[config.mk]
export PLATFORM = sky130hd
export DESIGN_NAME = return_addr_stack
export DESIGN_NICKNAME = d
export VERILOG_FILES = /design/src/rtl/cpu_pkg.sv /design/src/rtl/ras_storage.sv /design/src/rtl/return_addr_stack.sv
export SDC_FILE = /design/constraint.sdc
export NUM_CORES = 1
export LEC_CHECK = 0
export ABC_AREA = 1
export CAP_MARGIN = 20
export CORE_MARGIN = 2
export CORE_UTILIZATION = 50
export DETAILED_ROUTE_END_ITERATION = 12
export GPL_ROUTABILITY_DRIVEN = 0
export MAX_ROUTING_LAYER = met4
export PLACE_DENSITY = 0.7
export RECOVER_POWER = 100
export SLEW_MARGIN = 25
export SYNTH_ARGS = -nofsm -noshare
export SYNTH_HDL_FRONTEND = slang
export SYNTH_SLANG_ARGS = --single-unit
[constraint.sdc]
create_clock -name clk -period 2.3 [get_ports clk]
set_input_delay 0.46 -clock clk [delete_from_list [all_inputs] [get_ports clk]]
set_output_delay 0.46 -clock clk [all_outputs]
set_load 0.01 [all_outputs]
[src/rtl/cpu_pkg.sv]
// rtl/cpu_pkg.sv - shared datapath types: PC width, PC type and RAS overflow policy
package cpu_pkg;

  localparam int ADDR_W = 12;

  typedef logic [ADDR_W-1:0] pc_t;

  typedef enum logic {
    OVF_WRAP   = 1'b0,
    OVF_REJECT = 1'b1
  } ovf_mode_e;

endpackage

[src/rtl/ras_storage.sv]
// rtl/ras_storage.sv - DEPTH x ADDR_W register file, one write port, one combinational read port
module ras_storage #(
  parameter int ADDR_W = 12,
  parameter int DEPTH  = 8
) (
  input  logic                     clk,
  input  logic                     wrEn,
  input  logic [$clog2(DEPTH)-1:0] wrAddr,
  input  logic [ADDR_W-1:0]        wrData,
  input  logic [$clog2(DEPTH)-1:0] rdAddr,
  output logic [ADDR_W-1:0]        rdData
);

  logic [ADDR_W-1:0] mem [DEPTH];

  always_ff @(posedge clk) begin
    if (wrEn) begin
      mem[wrAddr] <= wrData;
    end
  end

  assign rdData = mem[rdAddr];

endmodule

[src/rtl/return_addr_stack.sv]
// rtl/return_addr_stack.sv - return-address stack with wrap/reject overflow policy
// Optional flush checkpointing of {tos, count} when RAS_CHECKPOINT_EN is defined.
module return_addr_stack #(
  parameter int ADDR_W        = cpu_pkg::ADDR_W,
  parameter int DEPTH         = 8,
  parameter int OVERFLOW_MODE = 0
) (
  input  logic                       clk,
  input  logic                       rst,
  input  logic                       push,
  input  logic                       pop,
  input  logic [ADDR_W-1:0]          push_data,
`ifdef RAS_CHECKPOINT_EN
  input  logic                       ckpt_save,
  input  logic                       ckpt_restore,
`endif
  output logic [ADDR_W-1:0]          top_data,
  output logic                       top_valid,
  output logic                       empty,
  output logic                       full,
  output logic [$clog2(DEPTH+1)-1:0] count,
  output logic                       overflow,
  output logic                       underflow
);

  import cpu_pkg::*;

  localparam int PTR_W = $clog2(DEPTH);
  localparam int CNT_W = $clog2(DEPTH + 1);
  localparam logic [CNT_W-1:0] CNT_FULL  = CNT_W'(DEPTH);
  localparam logic [PTR_W-1:0] TOS_RESET = PTR_W'(DEPTH - 1);
  localparam bit REJECT = (OVERFLOW_MODE == int'(OVF_REJECT));

  logic [PTR_W-1:0]  tos, nextTos, wrAddr;
  logic [CNT_W-1:0]  cnt, nextCnt;
  logic              ovfQ, unfQ, ovfNext, unfNext;
  logic              wrEn, isEmpty, isFull;
  logic [ADDR_W-1:0] rdData;

`ifdef RAS_CHECKPOINT_EN
  logic [PTR_W-1:0] shadowTos;
  logic [CNT_W-1:0] shadowCnt;

  always_ff @(posedge clk) begin
    if (rst) begin
      shadowTos <= TOS_RESET;
      shadowCnt <= '0;
    end else if (ckpt_save && !ckpt_restore) begin
      shadowTos <= tos;
      shadowCnt <= cnt;
    end
  end
`endif

  assign isEmpty = (cnt == '0);
  assign isFull  = (cnt == CNT_FULL);

  always_comb begin
    nextTos = tos;
    nextCnt = cnt;
    wrEn    = 1'b0;
    wrAddr  = tos + 1'b1;
    ovfNext = 1'b0;
    unfNext = 1'b0;
`ifdef RAS_CHECKPOINT_EN
    if (ckpt_restore) begin
      nextTos = shadowTos;
      nextCnt = shadowCnt;
    end else
`endif
    if (push && pop && !isEmpty) begin
      // CALL and RET in the same cycle: the new address replaces the top
      wrEn   = 1'b1;
      wrAddr = tos;
    end else if (push) begin
      unfNext = pop;
      if (isFull) begin
        ovfNext = 1'b1;
        if (!REJECT) begin
          wrEn    = 1'b1;
          nextTos = tos + 1'b1;
        end
      end else begin
        wrEn    = 1'b1;
        nextTos = tos + 1'b1;
        nextCnt = cnt + 1'b1;
      end
    end else if (pop) begin
      if (isEmpty) begin
        unfNext = 1'b1;
      end else begin
        nextTos = tos - 1'b1;
        nextCnt = cnt - 1'b1;
      end
    end
  end

  always_ff @(posedge clk) begin
    if (rst) begin
      tos  <= TOS_RESET;
      cnt  <= '0;
      ovfQ <= 1'b0;
      unfQ <= 1'b0;
    end else begin
      tos  <= nextTos;
      cnt  <= nextCnt;
      ovfQ <= ovfNext;
      unfQ <= unfNext;
    end
  end

  ras_storage #(
    .ADDR_W (ADDR_W),
    .DEPTH  (DEPTH)
  ) storage (
    .clk    (clk),
    .wrEn   (wrEn),
    .wrAddr (wrAddr),
    .wrData (push_data),
    .rdAddr (tos),
    .rdData (rdData)
  );

  assign top_data  = isEmpty ? '0 : rdData;
  assign top_valid = !isEmpty;
  assign empty     = isEmpty;
  assign full      = isFull;
  assign count     = cnt;
  assign overflow  = ovfQ;
  assign underflow = unfQ;

endmodule

==> reports/qor.csv <==
metric,value,unit
drtIter0Drc,219,
worst-r2r-setup-slack,0.22,ns
p_leak,0.002002,uW
maxCapViolations,0,
endpoint_kind,flop,
rsz0062_at_grt,no,
finalCritPeriodShare,97.41,%
final_common_cell,nor2_1,
fin_setup_tns,0,ns
hold_violations,0,
ys_types,33,
nFillCells,739,
syn_nets,417,
cts_hold_repair.buffers,0,
path_class,in2reg,
clk_pin_slew_worst_paths,0.10,ns
cts_tree,done,
grt_pass1_wl,15390,um
cp-start-kind,input pin,
fin_skew,0.01103,ns
core,0.008806,mm^2
dieArea,0.009925,mm^2
clock_sinks,108,
grtUsageMet1,27.88,%
met2_usage,33.68,%
clk-insertion-delay-late,0.37,ns
grt_max_degree,41,
clockBufferDepth,2,
ys_seq_area_share,68.31,%
max_slew_margin,67.36,%
place_area,0.005179,mm^2
port-buffer-count,36,
grt_util_all_layers,21.16,%
final_area,0.005353,mm^2
grt_pass1_vias,2908,
initial_utilization,51.92,%
grt.overflow.total,0,
ant_nets,0,
busiest_layer,met2,
crit_fanout,8,
dp_slack,0.06905,ns
area_growth,17.08,%
synth-seq-cells,108,
drive_gt1_share,13.10,%
diodes,0,
cts-buffers-inserted,9,
yosysWarnings,0,
cts_max_level,3,
final.setup.worst_slack,0.05966,ns
antenna_found_initial,0,
route.vias.total,3077,
drc,0,
syn_area_per_cell,11.55,um^2
finalWirelength,9787,um
outcome,"finished, final reports clean",
synth_cells,396,
post-route-util,60.78,%
final_cell_mix,"101 x nor2_1, 96 x edfxtp_1, 41 x o21ai_0",
drt-wirelength-per-cell,17.29,um
ir_drop,0.0006968,V
drv_slew,0,
powerDensity,1335,mW/mm^2
max_freq,446.4,MHz
arrival,2.26,ns
cts-root-buf,clkbuf_8,
holdCritPathClass,reg2reg,
placement_rows,34,
grt_use_met3,2.600,%
dp_hpwl,6097,um
setup_violations,0,
die_w,99.63,um
crit_required,2.32,ns
die_h,99.63,um
synthesis.area,0.004572,mm^2
drt_pre_antenna_iters,4,
io_pins,37,
nets,474,
vias_per_cell,5.436,
layout_min_cycle_time,2.240,ns
worst_slew_pin_slew,0.4896,ns
-- critical path: stages --
cell	delay, ns
dlygate4sd3_1	0.57
nand2_1	0.07
inv_1	0.14
nand2_8	0.09
inv_1	0.11
nand2_2	0.06
nand2_1	0.06
nand2_1	0.10
nor2_1	0.18
clkbuf_1	0.41
-- Yosys cell counts --
library cell / count / area share [%]
nand3_1: 7 / 0.77
a21oi_1: 2 / 0.22
o21ai_0: 42 / 4.6
nor2_8: 1 / 0.44
buf_2: 9 / 0.99
nand2_2: 8 / 1.1
buf_6: 2 / 0.49
ha_1: 4 / 1.1
nand2_8: 1 / 0.44
fa_1: 1 / 0.44
inv_1: 11 / 0.90
o21ai_4: 1 / 0.36
a21oi_2: 1 / 0.19
edfxtp_1: 96 / 63
inv_2: 6 / 0.49
o211ai_1: 12 / 2.0
nand3_2: 1 / 0.22
nor3_1: 2 / 0.22
xor2_1: 2 / 0.38
nor4_1: 1 / 0.14
dfxtp_1: 12 / 5.3
nor2_2: 1 / 0.14
nand2_1: 39 / 3.2
o22ai_1: 12 / 1.6
nor2_1: 100 / 8.2
clkbuf_2: 1 / 0.11
o21ai_1: 9 / 0.99
buf_4: 4 / 0.66
nor2_4: 1 / 0.25
xnor2_1: 1 / 0.19
nand2_4: 2 / 0.49
clkbuf_1: 3 / 0.25
inv_4: 1 / 0.14
-- layout make-up --
class | instances | area [um^2] | share of cell area (%)
well taps | 108 | 135.1 | 2.525
multi-input cells | 252 | 1249 | 23.33
inverters | 18 | 67.56 | 1.262
flip-flops and latches | 108 | 3131 | 58.49
clock buffers | 10 | 127.6 | 2.384
repair buffers | 64 | 594.3 | 11.10
clock inverters | 6 | 48.80 | 0.9116
-- kinds of logic after synthesis --
| kind of cell | count (synthesis) | share of synthesized area, % |
|---|---|---|
| xor gates and xnor gates | 3 | 0.5748 |
| DFF | 108 | 68.31 |
| and+or+nand+nor | 164 | 15.60 |
| AOI/OAI and AO/OA | 79 | 9.962 |
| adders and majority gates | 5 | 1.533 |
| buffers and inverters | 37 | 4.023 |
-- where the power goes --
group / leakage, uW / switching (uW) / internal, uW
sequential: 0.000972 / 178 / 2630
combinational: 0.000950 / 1970 / 1320
clock: 0.0000795 / 643 / 404
-- sequential cells by signal, summed over array words and instances (netlist names), named ones only --
name,cells
storage.mem,96
count,4
tos,3
overflow,1
underflow,1
-- through the flow --
step / power [uW] / hold WS, ns / std cells
after floorplan: 4792 / 0.5192 / 396
after global placement: 6102 / 0.5410 / 546
after detailed placement: 6166 / 0.5482 / 546
after CTS: 7241 / 0.5453 / 565
after global routing: 7623 / 0.5804 / 566
final: 7144 / 0.5380 / 566
-- path summary, 6_finish.rpt --
path,startpoint,endpoint,cells after the start
worst max-delay path,pop,storage.mem[5][7]$_DFFE_PP_,10
worst min-delay path,count[2]$_SDFFE_PP0P_,count[2]$_SDFFE_PP0P_,2
worst max register to register,count[0]$_SDFFE_PP0P_,storage.mem[5][7]$_DFFE_PP_,9
worst min register to register,count[2]$_SDFFE_PP0P_,count[2]$_SDFFE_PP0P_,2
-- what timing repair did --
action                     4_1_cts  5_1_grt
setup endpoints to repair       13        8
buffers inserted                 2        0
gates resized for setup         19        7
pin swaps                        3        1
gates cloned                     1        1
-- per-layer routing --
layer | vias up | routed length, um
met5 | - | 0
met4 | 0 | 169
met3 | 10 | 557
met2 | 89 | 4839
met1 | 1486 | 4220
li1 | 1492 | -
Power figures use the tool's default switching activity.
